File: src/rtl/fetch_pkg.sv
// Shared types and constants for the instruction-fetch stage.
package fetch_pkg;

  localparam int unsigned ADDR_W_DEFAULT  = 64;
  localparam int unsigned INSTR_W_DEFAULT = 32;

  localparam logic [63:0] RESET_PC_DEFAULT = 64'h0;
  localparam logic [31:0] NOP_INSTR        = 32'h0000_0013;

  typedef enum logic [1:0] {
    S_REQ  = 2'd0,
    S_WAIT = 2'd1,
    S_DROP = 2'd2
  } fetch_state_t;

endpackage

File: src/rtl/fetch_stage_preg.sv
// Fetch/decode pipeline register: flush beats stall, stall beats load, otherwise a bubble.
module preg_fetch
  import fetch_pkg::*;
#(
  parameter int unsigned ADDR_WIDTH  = ADDR_W_DEFAULT,
  parameter int unsigned INSTR_WIDTH = INSTR_W_DEFAULT
) (
  input  logic                   i_clk,
  input  logic                   i_rstn,
  input  logic                   i_stall,
  input  logic                   i_flush,
  input  logic                   i_load,
  input  logic [INSTR_WIDTH-1:0] i_instr,
  input  logic [ADDR_WIDTH-1:0]  i_pc,
  output logic [INSTR_WIDTH-1:0] o_instruction,
  output logic [ADDR_WIDTH-1:0]  o_pc,
  output logic [ADDR_WIDTH-1:0]  o_pc_plus4,
  output logic                   o_valid
);

  localparam logic [INSTR_WIDTH-1:0] NOP      = INSTR_WIDTH'(NOP_INSTR);
  localparam logic [ADDR_WIDTH-1:0]  PC_STEP  = ADDR_WIDTH'(4);

  logic [INSTR_WIDTH-1:0] instr_q, instr_d;
  logic [ADDR_WIDTH-1:0]  pc_q, pc_d;
  logic [ADDR_WIDTH-1:0]  pc4_q, pc4_d;
  logic                   valid_q, valid_d;

  // Bubbles keep the PC fields so decode-side debug still sees the last address.
  always_comb begin
    instr_d = instr_q;
    pc_d    = pc_q;
    pc4_d   = pc4_q;
    valid_d = valid_q;
    if (i_flush) begin
      valid_d = 1'b0;
      instr_d = NOP;
    end else if (i_stall) begin
      valid_d = valid_q;
    end else if (i_load) begin
      valid_d = 1'b1;
      instr_d = i_instr;
      pc_d    = i_pc;
      pc4_d   = i_pc + PC_STEP;
    end else begin
      valid_d = 1'b0;
      instr_d = NOP;
    end
  end

  always_ff @(posedge i_clk) begin
    if (!i_rstn) begin
      instr_q <= NOP;
      pc_q    <= '0;
      pc4_q   <= '0;
      valid_q <= 1'b0;
    end else begin
      instr_q <= instr_d;
      pc_q    <= pc_d;
      pc4_q   <= pc4_d;
      valid_q <= valid_d;
    end
  end

  assign o_instruction = instr_q;
  assign o_pc          = pc_q;
  assign o_pc_plus4    = pc4_q;
  assign o_valid       = valid_q;

endmodule

File: src/rtl/fetch_stage.sv
// Instruction fetch: single-outstanding imem requests, one-entry stall buffer, redirect squash.
module fetch_stage
  import fetch_pkg::*;
#(
  parameter int unsigned           ADDR_WIDTH  = ADDR_W_DEFAULT,
  parameter int unsigned           INSTR_WIDTH = INSTR_W_DEFAULT,
  parameter logic [ADDR_WIDTH-1:0] RESET_PC    = ADDR_WIDTH'(RESET_PC_DEFAULT)
) (
  input  logic                   i_clk,
  input  logic                   i_rstn,
  input  logic                   i_stallF,
  input  logic                   i_stallD,
  input  logic                   i_flushD,
  input  logic                   i_redirect,
  input  logic [ADDR_WIDTH-1:0]  i_redirect_pc,
  output logic                   o_imem_req_valid,
  input  logic                   i_imem_req_ready,
  output logic [ADDR_WIDTH-1:0]  o_imem_addr,
  input  logic                   i_imem_rsp_valid,
  input  logic [INSTR_WIDTH-1:0] i_imem_rsp_data,
  output logic [INSTR_WIDTH-1:0] o_instruction,
  output logic [ADDR_WIDTH-1:0]  o_pc,
  output logic [ADDR_WIDTH-1:0]  o_pc_plus4,
  output logic                   o_valid
);

  localparam logic [ADDR_WIDTH-1:0] RESET_PC_AL = {RESET_PC[ADDR_WIDTH-1:2], 2'b00};
  localparam logic [ADDR_WIDTH-1:0] PC_STEP     = ADDR_WIDTH'(4);

  fetch_state_t           state_q, state_d;
  logic [ADDR_WIDTH-1:0]  pc_q, pc_d;
  logic [ADDR_WIDTH-1:0]  req_addr_q, req_addr_d;
  logic                   req_pend_q, req_pend_d;
  logic                   redir_seen_q, redir_seen_d;
  logic                   buf_valid_q, buf_valid_d;
  logic [INSTR_WIDTH-1:0] buf_instr_q, buf_instr_d;
  logic [ADDR_WIDTH-1:0]  buf_pc_q, buf_pc_d;

  logic [ADDR_WIDTH-1:0]  redirect_pc;
  logic                   req_valid;
  logic [ADDR_WIDTH-1:0]  req_addr;
  logic                   req_fire;
  logic                   rsp_accept;
  logic                   buf_drain;
  logic                   dec_load;
  logic [INSTR_WIDTH-1:0] dec_instr;
  logic [ADDR_WIDTH-1:0]  dec_pc;
  logic                   unused_redirect_lsb;

  assign unused_redirect_lsb = ^i_redirect_pc[1:0];

  // Handshake qualifiers; a request once raised stays put until the memory takes it.
  always_comb begin
    redirect_pc = {i_redirect_pc[ADDR_WIDTH-1:2], 2'b00};
    req_valid   = i_rstn && (state_q == S_REQ) &&
                  (req_pend_q || (!buf_valid_q && !i_stallF));
    req_addr    = req_pend_q ? req_addr_q : pc_q;
    req_fire    = req_valid && i_imem_req_ready;
    rsp_accept  = (state_q == S_WAIT) && i_imem_rsp_valid && !i_redirect;
    buf_drain   = buf_valid_q && !i_stallD && !i_flushD && !i_redirect;
    dec_load    = buf_drain || (rsp_accept && !i_stallD && !i_flushD);
    dec_instr   = buf_valid_q ? buf_instr_q : i_imem_rsp_data;
    dec_pc      = buf_valid_q ? buf_pc_q : req_addr_q;
  end

  // Next-state logic; redirect is applied last so it overrides the PC and buffer.
  always_comb begin
    state_d      = state_q;
    pc_d         = pc_q;
    req_addr_d   = req_addr_q;
    req_pend_d   = req_pend_q;
    redir_seen_d = redir_seen_q;
    buf_valid_d  = buf_valid_q;
    buf_instr_d  = buf_instr_q;
    buf_pc_d     = buf_pc_q;

    unique case (state_q)
      S_REQ: begin
        if (req_fire) begin
          state_d      = (i_redirect || redir_seen_q) ? S_DROP : S_WAIT;
          req_addr_d   = req_addr;
          req_pend_d   = 1'b0;
          redir_seen_d = 1'b0;
        end else if (req_valid) begin
          req_pend_d = 1'b1;
          req_addr_d = req_addr;
          if (i_redirect) begin
            redir_seen_d = 1'b1;
          end
        end
      end
      S_WAIT: begin
        if (i_imem_rsp_valid) begin
          state_d = S_REQ;
          pc_d    = req_addr_q + PC_STEP;
        end else if (i_redirect) begin
          state_d = S_DROP;
        end
      end
      S_DROP: begin
        if (i_imem_rsp_valid) begin
          state_d = S_REQ;
        end
      end
      default: state_d = S_REQ;
    endcase

    if (buf_drain) begin
      buf_valid_d = 1'b0;
    end
    if (rsp_accept && (i_stallD || i_flushD)) begin
      buf_valid_d = 1'b1;
      buf_instr_d = i_imem_rsp_data;
      buf_pc_d    = req_addr_q;
    end

    if (i_redirect) begin
      pc_d        = redirect_pc;
      buf_valid_d = 1'b0;
    end
  end

  always_ff @(posedge i_clk) begin
    if (!i_rstn) begin
      state_q      <= S_REQ;
      pc_q         <= RESET_PC_AL;
      req_addr_q   <= RESET_PC_AL;
      req_pend_q   <= 1'b0;
      redir_seen_q <= 1'b0;
      buf_valid_q  <= 1'b0;
      buf_instr_q  <= INSTR_WIDTH'(NOP_INSTR);
      buf_pc_q     <= '0;
    end else begin
      state_q      <= state_d;
      pc_q         <= pc_d;
      req_addr_q   <= req_addr_d;
      req_pend_q   <= req_pend_d;
      redir_seen_q <= redir_seen_d;
      buf_valid_q  <= buf_valid_d;
      buf_instr_q  <= buf_instr_d;
      buf_pc_q     <= buf_pc_d;
    end
  end

  assign o_imem_req_valid = req_valid;
  assign o_imem_addr      = req_addr;

  preg_fetch #(
    .ADDR_WIDTH  (ADDR_WIDTH),
    .INSTR_WIDTH (INSTR_WIDTH)
  ) u_preg (
    .i_clk         (i_clk),
    .i_rstn        (i_rstn),
    .i_stall       (i_stallD),
    .i_flush       (i_flushD),
    .i_load        (dec_load),
    .i_instr       (dec_instr),
    .i_pc          (dec_pc),
    .o_instruction (o_instruction),
    .o_pc          (o_pc),
    .o_pc_plus4    (o_pc_plus4),
    .o_valid       (o_valid)
  );

endmodule

File: config.mk
export PLATFORM = sky130hd
export DESIGN_NAME = fetch_stage
export DESIGN_NICKNAME = d
export VERILOG_FILES = /design/src/rtl/fetch_pkg.sv /design/src/rtl/fetch_stage_preg.sv /design/src/rtl/fetch_stage.sv
export SDC_FILE = /design/constraint.sdc
export NUM_CORES = 1
export LEC_CHECK = 0
export CORE_MARGIN = 4
export CORE_UTILIZATION = 45
export DETAILED_ROUTE_END_ITERATION = 7
export PLACE_DENSITY_LB_ADDON = 0.05
export SYNTH_ARGS = -nofsm -noshare
export SYNTH_HDL_FRONTEND = slang
export SYNTH_SLANG_ARGS = --single-unit
File: constraint.sdc
create_clock -name i_clk -period 8.3 [get_ports i_clk]
set_input_delay 0.83 -clock i_clk [delete_from_list [all_inputs] [get_ports i_clk]]
set_output_delay 0.83 -clock i_clk [all_outputs]
set_load 0.03 [all_outputs]
==> impl_metrics.env <==
export IMPL_status="completed"
export IMPL_syn_area_mm2=0.01931
export IMPL_drive_above_1_share=0.07716
export IMPL_fp_row_count=75
export IMPL_nFillCells=3851
export IMPL_initial_core_util=0.4573
export IMPL_syn_nets=2481
export IMPL_avgSynthCellArea_um2=8.130
export IMPL_clk_pin_slew_worst_paths_ns=0.06
export IMPL_finalHoldViolations=0
export IMPL_die_area_mm2=0.04629
export IMPL_ys_flop_type="dfxtp_1"
export IMPL_grt_pass1_vias=16700
export IMPL_gp_congestion=0.8658
export IMPL_cap_violations=0
export IMPL_grt_overflow=0
export IMPL_die_w_um=215.2
export IMPL_grtUsageMet3=0.03771
export IMPL_synth_ff_latch_count=388
export IMPL_cp_data_arrival_time_ns=4.80
export IMPL_die_h_um=215.2
export IMPL_cp_slowest_cell="dfxtp_4"
export IMPL_htreeDepth=2
export IMPL_path_cells="buf_4, mux2_2, ha_1, nand4_1, a22oi_1, nand4_1, or2_2, or4_1, o211ai_1"
export IMPL_grt_setup_unrepaired="no"
export IMPL_slew_violations=0
export IMPL_hold_path_class="flop to flop"
export IMPL_io_buffers=327
export IMPL_use_met1=0.4312
export IMPL_final_cells=3105
export IMPL_drc=0
export IMPL_register_area_mm2=0.007772
export IMPL_use_met2=0.3721
export IMPL_firstDrtPassIters=6
export IMPL_fmax_ghz=0.2319
export IMPL_end_kind="flop"
export IMPL_crit_family="simple AND/OR/NAND/NOR gates"
export IMPL_cp_start_kind="flop"
export IMPL_post_cts_setup_buffers=0
export IMPL_place_inst=3028
export IMPL_critPathKind="flop to flop"
export IMPL_drtIter0Drc=1777
export IMPL_crit_buf_inv=1
export IMPL_cts_root_buf="clkbuf_16"
export IMPL_cp_required_ns=8.79
export IMPL_worstPathMaxFanout=58
export IMPL_p_per_area_mw_per_mm2=181.8
export IMPL_cts_resized=0
export IMPL_syn_inst=2375
export IMPL_grt_usage=0.2680
export IMPL_fin_nets=2641
export IMPL_setup_violations=0
export IMPL_synth_cell_types=74
export IMPL_p_leak_nw=8.313
export IMPL_cts_tree="done"
export IMPL_hpwl_um=44530
export IMPL_ant_nets=0
export IMPL_max_stage_delay_ns=0.76
export IMPL_drt_total_wl_um=65330
export IMPL_irDropWorstVdd_mv=0.1245
export IMPL_antenna_cells=0
export IMPL_grt_busiest_layer="met1"
export IMPL_clock_path_buffers=3
export IMPL_setup_tns_ns=0
export IMPL_grt_pass1_wl_um=100500
export IMPL_cts_buffers=44
export IMPL_slew_headroom=0.1189
export IMPL_yosysSeqAreaShare=0.4023
export IMPL_grt_antenna_before_repair=0
export IMPL_syn2layout_area_growth_pct=23.91
export IMPL_via_count=18300
export IMPL_synth_enable_flop_cells=0
export IMPL_wl_per_cell_um=21.04
export IMPL_period_needed_ns=4.313
export IMPL_worstMarginPinSlew_ns=1.322
export IMPL_cts_sink_count=388
export IMPL_ios=330
export IMPL_cts_hold_buffers=0
export IMPL_core_area_mm2=0.04223
export IMPL_synthArstFlopShare=0
export IMPL_worst_path_most_repeated_cell="nand4_1"
export IMPL_min_period_over_period=0.5196
export IMPL_vias_per_cell=5.894
export IMPL_yosysWarnings=0
export IMPL_finClkSkew_ns=0.01797
export IMPL_multi_input_area_mm2=0.01055
export IMPL_clk_latency_ns=0.58
export IMPL_grt_max_degree=196
## through the flow
step                      worst slack, ns  utilization  cell area, um^2  power (W)  hold WS [ns]
after floorplan                     4.755            -            19310   0.002223        0.4338
after global placement              3.892       0.5322            22470   0.002400        0.4391
after detailed placement            3.891       0.5322            22470   0.002405        0.4463
after CTS                           4.059       0.5666            23930   0.004382        0.4542
after global routing                3.717       0.5666            23930   0.004496        0.4647
final                               3.987       0.5666            23930   0.004349        0.4538
## placed cells by master, fill, tap and decap left out, types with 45 or more instances in the layout
master           Yosys  final
nand4_1             55     55
a211oi_1            76     76
and3_1              77     77
nand2_1            312    312
a21oi_1            209    209
o21ai_0             64     64
mux2i_1            101    101
clkdlybuf4s50_1      0    325
nand3_1            124    124
nor2_1             232    231
dfxtp_1            388    386
mux2_2              77     77
clkbuf_16            0     45
a21o_1              67     67
## cell usage after synthesis (16+ instances only)
cell | n | share of area
and3_1 | 77 | 0.025
nand2_1 | 312 | 0.061
mux2i_1 | 101 | 0.052
nor2_1 | 232 | 0.045
nand4_1 | 55 | 0.018
xnor2_1 | 43 | 0.020
a21o_1 | 67 | 0.026
mux2_2 | 77 | 0.045
xor2_1 | 17 | 0.0077
buf_2 | 32 | 0.0083
a211oi_1 | 76 | 0.030
clkbuf_1 | 159 | 0.031
a21oi_1 | 209 | 0.054
buf_1 | 28 | 0.0054
nor4_1 | 27 | 0.0087
o21ai_0 | 64 | 0.017
dfxtp_1 | 388 | 0.40
or3_1 | 16 | 0.0052
nand3_1 | 124 | 0.032
o211ai_1 | 21 | 0.0082
nor3_1 | 39 | 0.010
## registers in the layout, indices dropped and copies added (netlist names)
name / count
req_addr_q: 64
u_preg.o_pc_plus4: 64
buf_pc_q: 64
pc_q: 64
buf_instr_q: 32
redir_seen_q: 1
u_preg.o_valid: 1
buf_valid_q: 1
state_q: 2
req_pend_q: 1
u_preg.o_instruction: 32
u_preg.o_pc: 62
## kinds of logic after synthesis
logic type | count (synthesis) | share of synthesized area
xor+xnor | 60 | 0.02721
flops | 388 | 0.4023
buf+inv | 244 | 0.05326
fa+ha+maj | 2 | 0.001296
compound gates | 541 | 0.1789
mux | 179 | 0.09797
simple gates | 961 | 0.2391
## final cells by class
class / instances / area share
sequential: 388 / 0.3248
clock buffer: 71 / 0.05742
tap: 539 / 0.02819
inverter: 12 / 0.002196
clock inverter: 6 / 0.003347
multi-input combinational: 1743 / 0.4409
timing repair buffer: 346 / 0.1431
## path summary, 6_finish.rpt
check | slack [ns] | to | cells after the start | start
worst min register to register | 0.45 | buf_pc_q[63]$_SDFFE_PN0P_ | 2 | buf_pc_q[63]$_SDFFE_PN0P_
worst max-delay path | 3.99 | u_preg.o_pc_plus4[50]$_SDFFE_PN0P_ | 9 | buf_valid_q$_SDFFE_PP0P_
worst min-delay path | 0.45 | buf_pc_q[63]$_SDFFE_PN0P_ | 2 | buf_pc_q[63]$_SDFFE_PN0P_
worst max register to register | 3.99 | u_preg.o_pc_plus4[50]$_SDFFE_PN0P_ | 9 | buf_valid_q$_SDFFE_PP0P_
## worst reg2reg max path, stage by stage (launching register included)
cell and delay [ns]:
dfxtp_4 0.76, buf_4 0.67, mux2_2 0.34, ha_1 0.22, nand4_1 0.14, a22oi_1 0.25, nand4_1 0.55, or2_2 0.66
or4_1 0.55, o211ai_1 0.10
## per-layer routing
metal | wire [um] | up-vias
met5 | 0 | -
met4 | 1135 | 0
li1 | - | 8804
met1 | 32620 | 8729
met3 | 4904 | 72
met2 | 26670 | 696
## where the power goes
group	total [W]	internal [W]	switching, W
combinational	0.000409	0.000167	0.000242
clock	0.00198	0.00119	0.000791
sequential	0.00196	0.00190	0.0000635
total	0.00435	0.00325	0.00110
(Power assumes the default switching activity.)
